File: src/rtl/ram_bist_ctrl.sv
// Built-in self-test master for a single-port block RAM: writes a seeded pattern, reads it back and checks.
// Defining RAM_BIST_INVERT_PASS_EN adds a second WRITE/READ/DRAIN pass using the inverted pattern.
module ram_bist_ctrl #(
    parameter int ADDR_W = 5,
    parameter int DATA_W = 8,
    parameter int RD_LAT = 1,
    parameter int ERR_W  = 8
) (
    input  logic              clk,
    input  logic              rst_n,
    input  logic              start,
    input  logic [DATA_W-1:0] seed,
    output logic              busy,
    output logic              done,
    output logic              pass,
    output logic [ERR_W-1:0]  err_cnt,
    output logic [ADDR_W-1:0] first_err_addr,
    output logic              ram_en,
    output logic              ram_we,
    output logic [ADDR_W-1:0] ram_addr,
    output logic [DATA_W-1:0] ram_wr_data,
    input  logic [DATA_W-1:0] ram_rd_data
);
    localparam int                DRN_W     = (RD_LAT > 1) ? $clog2(RD_LAT) : 1;
    localparam logic [ADDR_W-1:0] LAST_ADDR = {ADDR_W{1'b1}};
    localparam logic [ERR_W-1:0]  ERR_MAX   = {ERR_W{1'b1}};
    localparam logic [DRN_W-1:0]  DRN_LAST  = DRN_W'(RD_LAT - 1);

    typedef enum logic [2:0] {
        S_IDLE  = 3'd0,
        S_WRITE = 3'd1,
        S_READ  = 3'd2,
        S_DRAIN = 3'd3,
        S_DONE  = 3'd4
    } state_t;

    // Test pattern: address plus seed, optionally inverted for the second pass.
    function automatic logic [DATA_W-1:0] pattern(input logic [ADDR_W-1:0] a,
                                                  input logic [DATA_W-1:0] s,
                                                  input logic              inv);
        logic [DATA_W-1:0] p;
        p = DATA_W'(a) + s;
        if (inv) begin
            pattern = ~p;
        end else begin
            pattern = p;
        end
    endfunction

    state_t            state_r, state_nxt_s;
    logic [ADDR_W-1:0] addr_r, addr_nxt_s;
    logic [DRN_W-1:0]  drn_r, drn_nxt_s;
    logic [DATA_W-1:0] seed_r, seed_nxt_s;
    logic [ERR_W-1:0]  err_r, err_nxt_s;
    logic [ADDR_W-1:0] ferr_r, ferr_nxt_s;
    logic              busy_r, busy_nxt_s;
    logic              done_r, done_nxt_s;
    logic              pass_r, pass_nxt_s;
    logic              en_r, en_nxt_s;
    logic              we_r, we_nxt_s;
    logic [DATA_W-1:0] wd_r, wd_nxt_s;
    logic              inv_s;
`ifdef RAM_BIST_INVERT_PASS_EN
    logic              sel_r, sel_nxt_s;
    assign inv_s = sel_r;
`else
    assign inv_s = 1'b0;
`endif

    logic [RD_LAT-1:0] pipe_vld_r;
    logic [ADDR_W-1:0] pipe_addr_r [RD_LAT];
    logic [ADDR_W-1:0] cmp_addr_s;
    logic              mismatch_s;

    // Compare point: the pipeline tail lines up with douta for the read it tracks.
    assign cmp_addr_s = pipe_addr_r[RD_LAT-1];
    assign mismatch_s = pipe_vld_r[RD_LAT-1] && (ram_rd_data != pattern(cmp_addr_s, seed_r, inv_s));

    // Next-state, error accounting and next values for the registered outputs.
    always_comb begin
        state_nxt_s = state_r;
        addr_nxt_s  = addr_r;
        drn_nxt_s   = drn_r;
        seed_nxt_s  = seed_r;
        err_nxt_s   = err_r;
        ferr_nxt_s  = ferr_r;
        done_nxt_s  = 1'b0;
        pass_nxt_s  = 1'b0;
`ifdef RAM_BIST_INVERT_PASS_EN
        sel_nxt_s   = sel_r;
`endif
        if (mismatch_s) begin
            if (err_r == '0) begin
                ferr_nxt_s = cmp_addr_s;
            end else begin
                ferr_nxt_s = ferr_r;
            end
            if (err_r != ERR_MAX) begin
                err_nxt_s = err_r + 1'b1;
            end else begin
                err_nxt_s = err_r;
            end
        end else begin
            err_nxt_s = err_r;
        end

        case (state_r)
            S_IDLE, S_DONE: begin
                if (start) begin
                    state_nxt_s = S_WRITE;
                    addr_nxt_s  = '0;
                    seed_nxt_s  = seed;
                    err_nxt_s   = '0;
                    ferr_nxt_s  = '0;
`ifdef RAM_BIST_INVERT_PASS_EN
                    sel_nxt_s   = 1'b0;
`endif
                end else begin
                    // Status is published from the settled error count one cycle after DONE is entered.
                    done_nxt_s = (state_r == S_DONE);
                    pass_nxt_s = (state_r == S_DONE) && (err_r == '0);
                end
            end
            S_WRITE: begin
                if (addr_r == LAST_ADDR) begin
                    state_nxt_s = S_READ;
                    addr_nxt_s  = '0;
                end else begin
                    addr_nxt_s  = addr_r + 1'b1;
                end
            end
            S_READ: begin
                if (addr_r == LAST_ADDR) begin
                    state_nxt_s = S_DRAIN;
                    addr_nxt_s  = '0;
                    drn_nxt_s   = '0;
                end else begin
                    addr_nxt_s  = addr_r + 1'b1;
                end
            end
            S_DRAIN: begin
                if (drn_r == DRN_LAST) begin
`ifdef RAM_BIST_INVERT_PASS_EN
                    if (!sel_r) begin
                        state_nxt_s = S_WRITE;
                        addr_nxt_s  = '0;
                        sel_nxt_s   = 1'b1;
                    end else begin
                        state_nxt_s = S_DONE;
                    end
`else
                    state_nxt_s = S_DONE;
`endif
                end else begin
                    drn_nxt_s = drn_r + 1'b1;
                end
            end
            default: begin
                state_nxt_s = S_IDLE;
            end
        endcase

        en_nxt_s   = (state_nxt_s == S_WRITE) || (state_nxt_s == S_READ);
        we_nxt_s   = (state_nxt_s == S_WRITE);
        busy_nxt_s = en_nxt_s || (state_nxt_s == S_DRAIN);
        if (we_nxt_s) begin
`ifdef RAM_BIST_INVERT_PASS_EN
            wd_nxt_s = pattern(addr_nxt_s, seed_nxt_s, sel_nxt_s);
`else
            wd_nxt_s = pattern(addr_nxt_s, seed_nxt_s, 1'b0);
`endif
        end else begin
            wd_nxt_s = '0;
        end
    end

    // State, counters and registered outputs.
    always_ff @(posedge clk) begin
        if (!rst_n) begin
            state_r <= S_IDLE;
            addr_r  <= '0;
            drn_r   <= '0;
            seed_r  <= '0;
            err_r   <= '0;
            ferr_r  <= '0;
            busy_r  <= 1'b0;
            done_r  <= 1'b0;
            pass_r  <= 1'b0;
            en_r    <= 1'b0;
            we_r    <= 1'b0;
            wd_r    <= '0;
`ifdef RAM_BIST_INVERT_PASS_EN
            sel_r   <= 1'b0;
`endif
        end else begin
            state_r <= state_nxt_s;
            addr_r  <= addr_nxt_s;
            drn_r   <= drn_nxt_s;
            seed_r  <= seed_nxt_s;
            err_r   <= err_nxt_s;
            ferr_r  <= ferr_nxt_s;
            busy_r  <= busy_nxt_s;
            done_r  <= done_nxt_s;
            pass_r  <= pass_nxt_s;
            en_r    <= en_nxt_s;
            we_r    <= we_nxt_s;
            wd_r    <= wd_nxt_s;
`ifdef RAM_BIST_INVERT_PASS_EN
            sel_r   <= sel_nxt_s;
`endif
        end
    end

    // Read-tracking pipeline: one stage per cycle of RAM read latency.
    always_ff @(posedge clk) begin
        if (!rst_n) begin
            pipe_vld_r <= '0;
            for (int i = 0; i < RD_LAT; i++) begin
                pipe_addr_r[i] <= '0;
            end
        end else begin
            pipe_vld_r[0]  <= en_r && !we_r;
            pipe_addr_r[0] <= addr_r;
            for (int i = 1; i < RD_LAT; i++) begin
                pipe_vld_r[i]  <= pipe_vld_r[i-1];
                pipe_addr_r[i] <= pipe_addr_r[i-1];
            end
        end
    end

    assign busy           = busy_r;
    assign done           = done_r;
    assign pass           = pass_r;
    assign err_cnt        = err_r;
    assign first_err_addr = ferr_r;
    assign ram_en         = en_r;
    assign ram_we         = we_r;
    assign ram_addr       = addr_r;
    assign ram_wr_data    = wd_r;
endmodule

File: config.mk
export PLATFORM = sky130hd
export DESIGN_NAME = ram_bist_ctrl
export DESIGN_NICKNAME = d
export VERILOG_FILES = /design/src/rtl/ram_bist_ctrl.sv
export SDC_FILE = /design/constraint.sdc
export NUM_CORES = 1
export LEC_CHECK = 0
export BUFFER_PORTS_ARGS = -buffer_cell sky130_fd_sc_hd__buf_4
export CAP_MARGIN = 20
export CORE_ASPECT_RATIO = 1.4
export CORE_MARGIN = 2
export CORE_UTILIZATION = 40
export DETAILED_ROUTE_END_ITERATION = 8
export GPL_ROUTABILITY_DRIVEN = 1
export PLACE_DENSITY = 0.75
export SETUP_SLACK_MARGIN = 0.1
export SYNTH_ARGS = -nofsm -noshare
export SYNTH_HDL_FRONTEND = slang
export SYNTH_SLANG_ARGS = --single-unit
File: constraint.sdc
create_clock -name clk -period 2.7 [get_ports clk]
set_clock_uncertainty 0.2 [all_clocks]
set_input_delay 0 -clock clk [delete_from_list [all_inputs] [get_ports clk]]
set_output_delay 0 -clock clk [all_outputs]
set_load 0.01 [all_outputs]
After elaboration in Yosys (flattened, before gate mapping)
Memory sizes are Yosys's and may differ from the RTL's.
Index checks and enable logic that the tools add are counted.
Storage, ports and cells
  memories: 1
  register bits after elaboration: 44
  input port bits: 19
  bits in writable memories: 5
Cells by class
  bitwise gates (word level): 2
  equal/unequal tests: 11
  multiplexer cells: 25
  $add $sub $neg: 5
  reductions and logical operators: 15
Memories
  pipe_addr_r: depth 1, bits a word 5, read ports 1, clocked after memory_dff 0, write ports 1, RTL line 71  | logic [ADDR_W-1:0] pipe_addr_r [RD_LAT];
Operators by type and width (count)
  $mux 8: 6
  $mux 5: 7
  $add 5x8->8: 2
  $eq 3x2->1 const B: 4
  $mux 3: 4
  $pmux 3 s4: 1
  $pmux 5 s2: 1
  $add 8x1->8 const B: 1
  $logic_not 8->1: 1
  $ne 8x8->1: 1
  $ne 8x8->1 const B: 1
  $eq 3x1->1 const B: 2
  $add 5x1->5 const B: 1
  $eq 5x5->1 const B: 1
  $mux 1: 5
  $reduce_or 5->1: 1
  $reduce_and 2->1: 2
  $reduce_or 2->1: 2
  $eq 3x3->1 const B: 1
  $logic_and 1x1->1: 3
  $logic_not 3->1: 1
  $reduce_or 3->1: 1
  $logic_or 1x1->1: 2
  $ne 2x2->1 const B: 1
  other kinds (5): 6

Logic depth before layout (Yosys ltp)
An unclocked memory read counts as a cell.
  word-level depth: 7
  depth in mapped cells: 15
  depth with buffers taken out: 15

Least setup slack after synthesis
OpenSTA, ideal clock, no wires.
  path type: reg-to-reg
  start point: register addr_r[0] (netlist: ram_addr[0])
  end point: register wd_r[6] (netlist: ram_wr_data[6])
  library setup time: 122 ps
  cell stages (with the launch flop): 16
  data required time: 2378 ps
  setup slack: -308 ps
  arrival time: 2686 ps
  cell sequence: dfxtp_1 ha_1 and3_1 ha_1 or3_1 nor2_1 o21ai_0 o21ai_0 ha_1 a21o_1 a21oi_1 inv_1 a21oi_1 nor2_1 xor2_1 nor2_1
On the way
  elaborated cells between the ends (all ways): 11
  classes of those cells: add/sub (2); eq/ne (2); mux (6); reduce/logical (1)
RTL lines
  from (decl): RTL line 51  | logic [ADDR_W-1:0] addr_r, addr_nxt_s;
  from (signal assigned): RTL line 197  | addr_r <= addr_nxt_s;
  $add 5x1->5 or $eq 5x5->1 (tied branches)
  $mux 5 *: RTL line 125, 133
  $pmux 5 s2 *: RTL line 107  | case (state_r)
  via addr_nxt_s[2]: RTL line 51
  $add 5x8->8 *: RTL line 42  | p = DATA_W'(a) + s;
  to (signal assigned): RTL line 207  | wd_r <= wd_nxt_s;
  to (decl): RTL line 61  | logic [DATA_W-1:0] wd_r, wd_nxt_s;
The timed path passes the listed nets; every way through them passes the cells marked *.
A chain may end at the register's enable or synchronous reset.

Worst setup path after layout
  start point: register addr_r[0] (netlist: ram_addr[0])
  end point: register wd_r[7] (netlist: ram_wr_data[7])
On the way
  elaborated cells between the ends (all ways): 11
  classes of those cells: add/sub (2); eq/ne (2); mux (6); reduce/logical (1)
RTL lines (RTL line)
  $add 5x1->5 or $eq 5x5->1 (tied branches)
  $mux 5: 125, 133
  $pmux 5 s2 *: 107
  via addr_nxt_s[0]: 51
  $add 5x8->8 *: 42
Marked as above.

==> run summary <==
fraction of registers with async set/reset: 0%
clock tree buffer depth: 2
Area contributors post-synth: dfxtp_1 40%, ha_1 7.2%, nand2_1 6.3%
power per cell area: 436.9 nW/um^2
setup ws final: -0.1015 ns
Pwr Total: 1.504 mW
critical path, cell by cell: ha_4 > and3_4 > ha_4 > or3_4 > o21ai_1 > ha_1 > a21o_1 > a21oi_2 > o21bai_1 > a21oi_2 > nor3_1 > xor2_1 > nor2_1
1st-iter DRT viols: 104
Fin. Hold Viols: 0
number of port buffers: 49
number of synthesized flops with an enable pin: 0
drt pass-1 iters: 4
synth-to-layout area growth: 41.56%
# rows: 33
initial antenna violation count: 0
#FFs+latches synth: 48
Setup CP Type: flop to flop
gr ovfl total: 0
cells after synthesis: 276
clock root buffer: clkbuf_8
hpwl dp: 4202 um
crit path from: ram_addr[0]
Post-synth top flop: dfxtp_1
final-stage net count: 398
max incr delay on CP: 0.36 ns
Avg WL per Cell: 13.75 um
failing checks: negative setup slack
# DRC: 0
RSZ-0062 raised after global routing: true
first-pass GRT wire length: 9770 um
worst reg2reg startpoint: ram_addr[0]
CP Data Arrival Time: 2.79 ns
Slew Limit Fails: 0
reg2reg setup slack: -0.10 ns
Die X: 69.91 um
reg2reg end: ram_wr_data[7]
Syn. warnings: 0
number of global-route vias before repair: 2169
vias per cell: 5.083
most frequent cells in the layout: 67 x buf_4, 42 x dfxtp_1, 41 x nand2_1
Fmax: 356.9 MHz
core area: 5863 sq um
P_leak: 1.638 nW
CP max stage cell: dfxtp_4
relative slew slack: 55.14%
most common cell after layout, fill and taps aside: buf_4
Buf+Inv Stages, Crit Path: 0
Critical Path End: ram_wr_data[7]
GRT Util Overall: 18.26%
Die H: 96.27 um
Min Clock Period, post-route: 2.802 ns
CP Capture Type: flop
worst hold path type: flop to flop
Mapped Nets: 311
clock transition at the registers of the reported paths: 0.09 ns
Antenna Violating Nets Remaining: 0
syn avg cell area: 8.813 sq um
Worst IR Drop VDD: 232.1 uV
routed wire length: 5968 um
top-area cell type share of the netlist area: 39.51%
Critical Path Fanout Max: 5
synth unique cells: 42
status: complete, but fails checks
TritonCTS Sinks: 48
required time worst endpoint: 2.69 ns
Clock Latency Late Sink: 0.30 ns
htree depth: 2
Levels on crit path: 13
# setup viols final: 2
Die Area: 6729 sq um
Antenna Cells: 0
Initial Util: 41.49%
layout cells sized above 1: 31.32%
I/O Pins: 50
Worst Setup Start Kind: flop
Reg2Reg Depth: 13
post-route clock period utilization: 103.8%
Synth Cell Area: 2432 sq um
pre-CTS WS: -0.1588 ns
sequential share of the synthesized area: 39.51%
maxcap violations: 0
Synth area leader: dfxtp_1
CTS buffer count: 5
largest net degree at the start of global routing: 27
GP Congestion: 0.8446
DR vias: 2206
hold_ws: 0.2653 ns
CP top delay family: simple AND/OR/NAND/NOR gates
worst slew pin tran: 0.6730 ns
CTS tree: done
cells in the mapped netlist (all sizes together), types with 2 or more instances:
cell type	instances
a211o	2
a21o	4
a21oi	12
a31o	2
and2	24
and3	6
and4	3
clkbuf	6
dfxtp	48
fa	2
ha	14
inv	10
mux2i	10
nand2	41
nand2b	6
nand3	6
nand4	7
nor2	19
nor2b	4
nor3	2
nor4	2
o21a	2
o21ai	10
or2	3
or3	2
xnor2	12
xor2	7
worst min-delay path, stage by stage (launching register included):
cell     delay (ns)
dfxtp_1        0.32
nand2_1        0.05
mux2i_1        0.05
area by class of cell:
cell class	instances	area, sq um
inverters	10	37.54
repair buffers	87	708.2
well taps	70	87.58
multi-input cells	211	1529
fillers	512	2420
clock inverters	2	35.03
clock buffers	6	72.57
flip-flops and latches	48	973.4
sequential cells by signal (all words and copies together), names as in the netlist:
register	count
state_r	3
pipe_vld_r	1
busy	1
ram_addr	5
done	1
pass	1
first_err_addr	5
seed_r	8
ram_en	1
ram_wr_data	8
err_cnt	8
pipe_addr_r	5
ram_we	1
per-layer routing:
layer  vias to the layer above  share of wire, %  wire length, um  global-route usage (%)
met2                        51                54             3252                   35.00
met5                         -                 0                0                       0
met4                         0               2.0              117                   7.853
li1                       1112                 -                -                       -
met1                      1032                40             2393                   19.97
met3                        11               3.4              204                   2.618
where the power goes:
| group | leakage (nW) | total (mW) | switching (mW) | internal (mW) |
|---|---|---|---|---|
| Sequential | 0.394 | 0.749 | 0.0177 | 0.731 |
| Clock | 0.0552 | 0.512 | 0.236 | 0.275 |
| Combinational | 1.19 | 0.244 | 0.120 | 0.124 |
| Total | 1.64 | 1.50 | 0.374 | 1.13 |
repair_timing:
item                                   in CTS  in global routing
endpoints found under the hold margin      29                  0
setup buffers                               0                  1
setup endpoints to repair                  17                 18
gates resized for setup                    13                 12
hold buffers                               16                  0
pin swaps                                  10                  8
kinds of logic after synthesis:
kind of cell             after synthesis  synth area share, %
flip-flops                            48                39.51
adder cells (fa/ha/maj)               16                8.848
multiplexers                          10                4.115
XOR/XNOR                              19                6.842
AO/OA/AOI/OAI                         38                9.980
AND/OR/NAND/NOR                      128                27.78
buffers and inverters                 17                2.932
worst min-delay path by stage:
stage               slack, ns                 to              start  cells past startpoint
floorplan               -0.06         state_r[1]              rst_n                      1
global route             0.29         err_cnt[4]     ram_rd_data[7]                      7
global placement         0.12          seed_r[7]            seed[7]                      3
detailed placement       0.14          seed_r[7]            seed[7]                      3
finish                   0.27  first_err_addr[1]  first_err_addr[1]                      2
CTS                      0.27  first_err_addr[1]  first_err_addr[1]                      2
per-stage QoR:
stage                     cells  utilization, %  area (sq um)   TNS, ns
final                       434           58.73          3443   -0.1725
after global routing        434           58.73          3443   -0.8330
after CTS                   433           57.64          3379   -0.2307
after detailed placement    409           52.18          3059   -0.3196
after global placement      409           52.18          3059   -0.1837
after floorplan             276               -          2481  -0.06158
No activity file was read; power rests on OpenSTA's default activity.
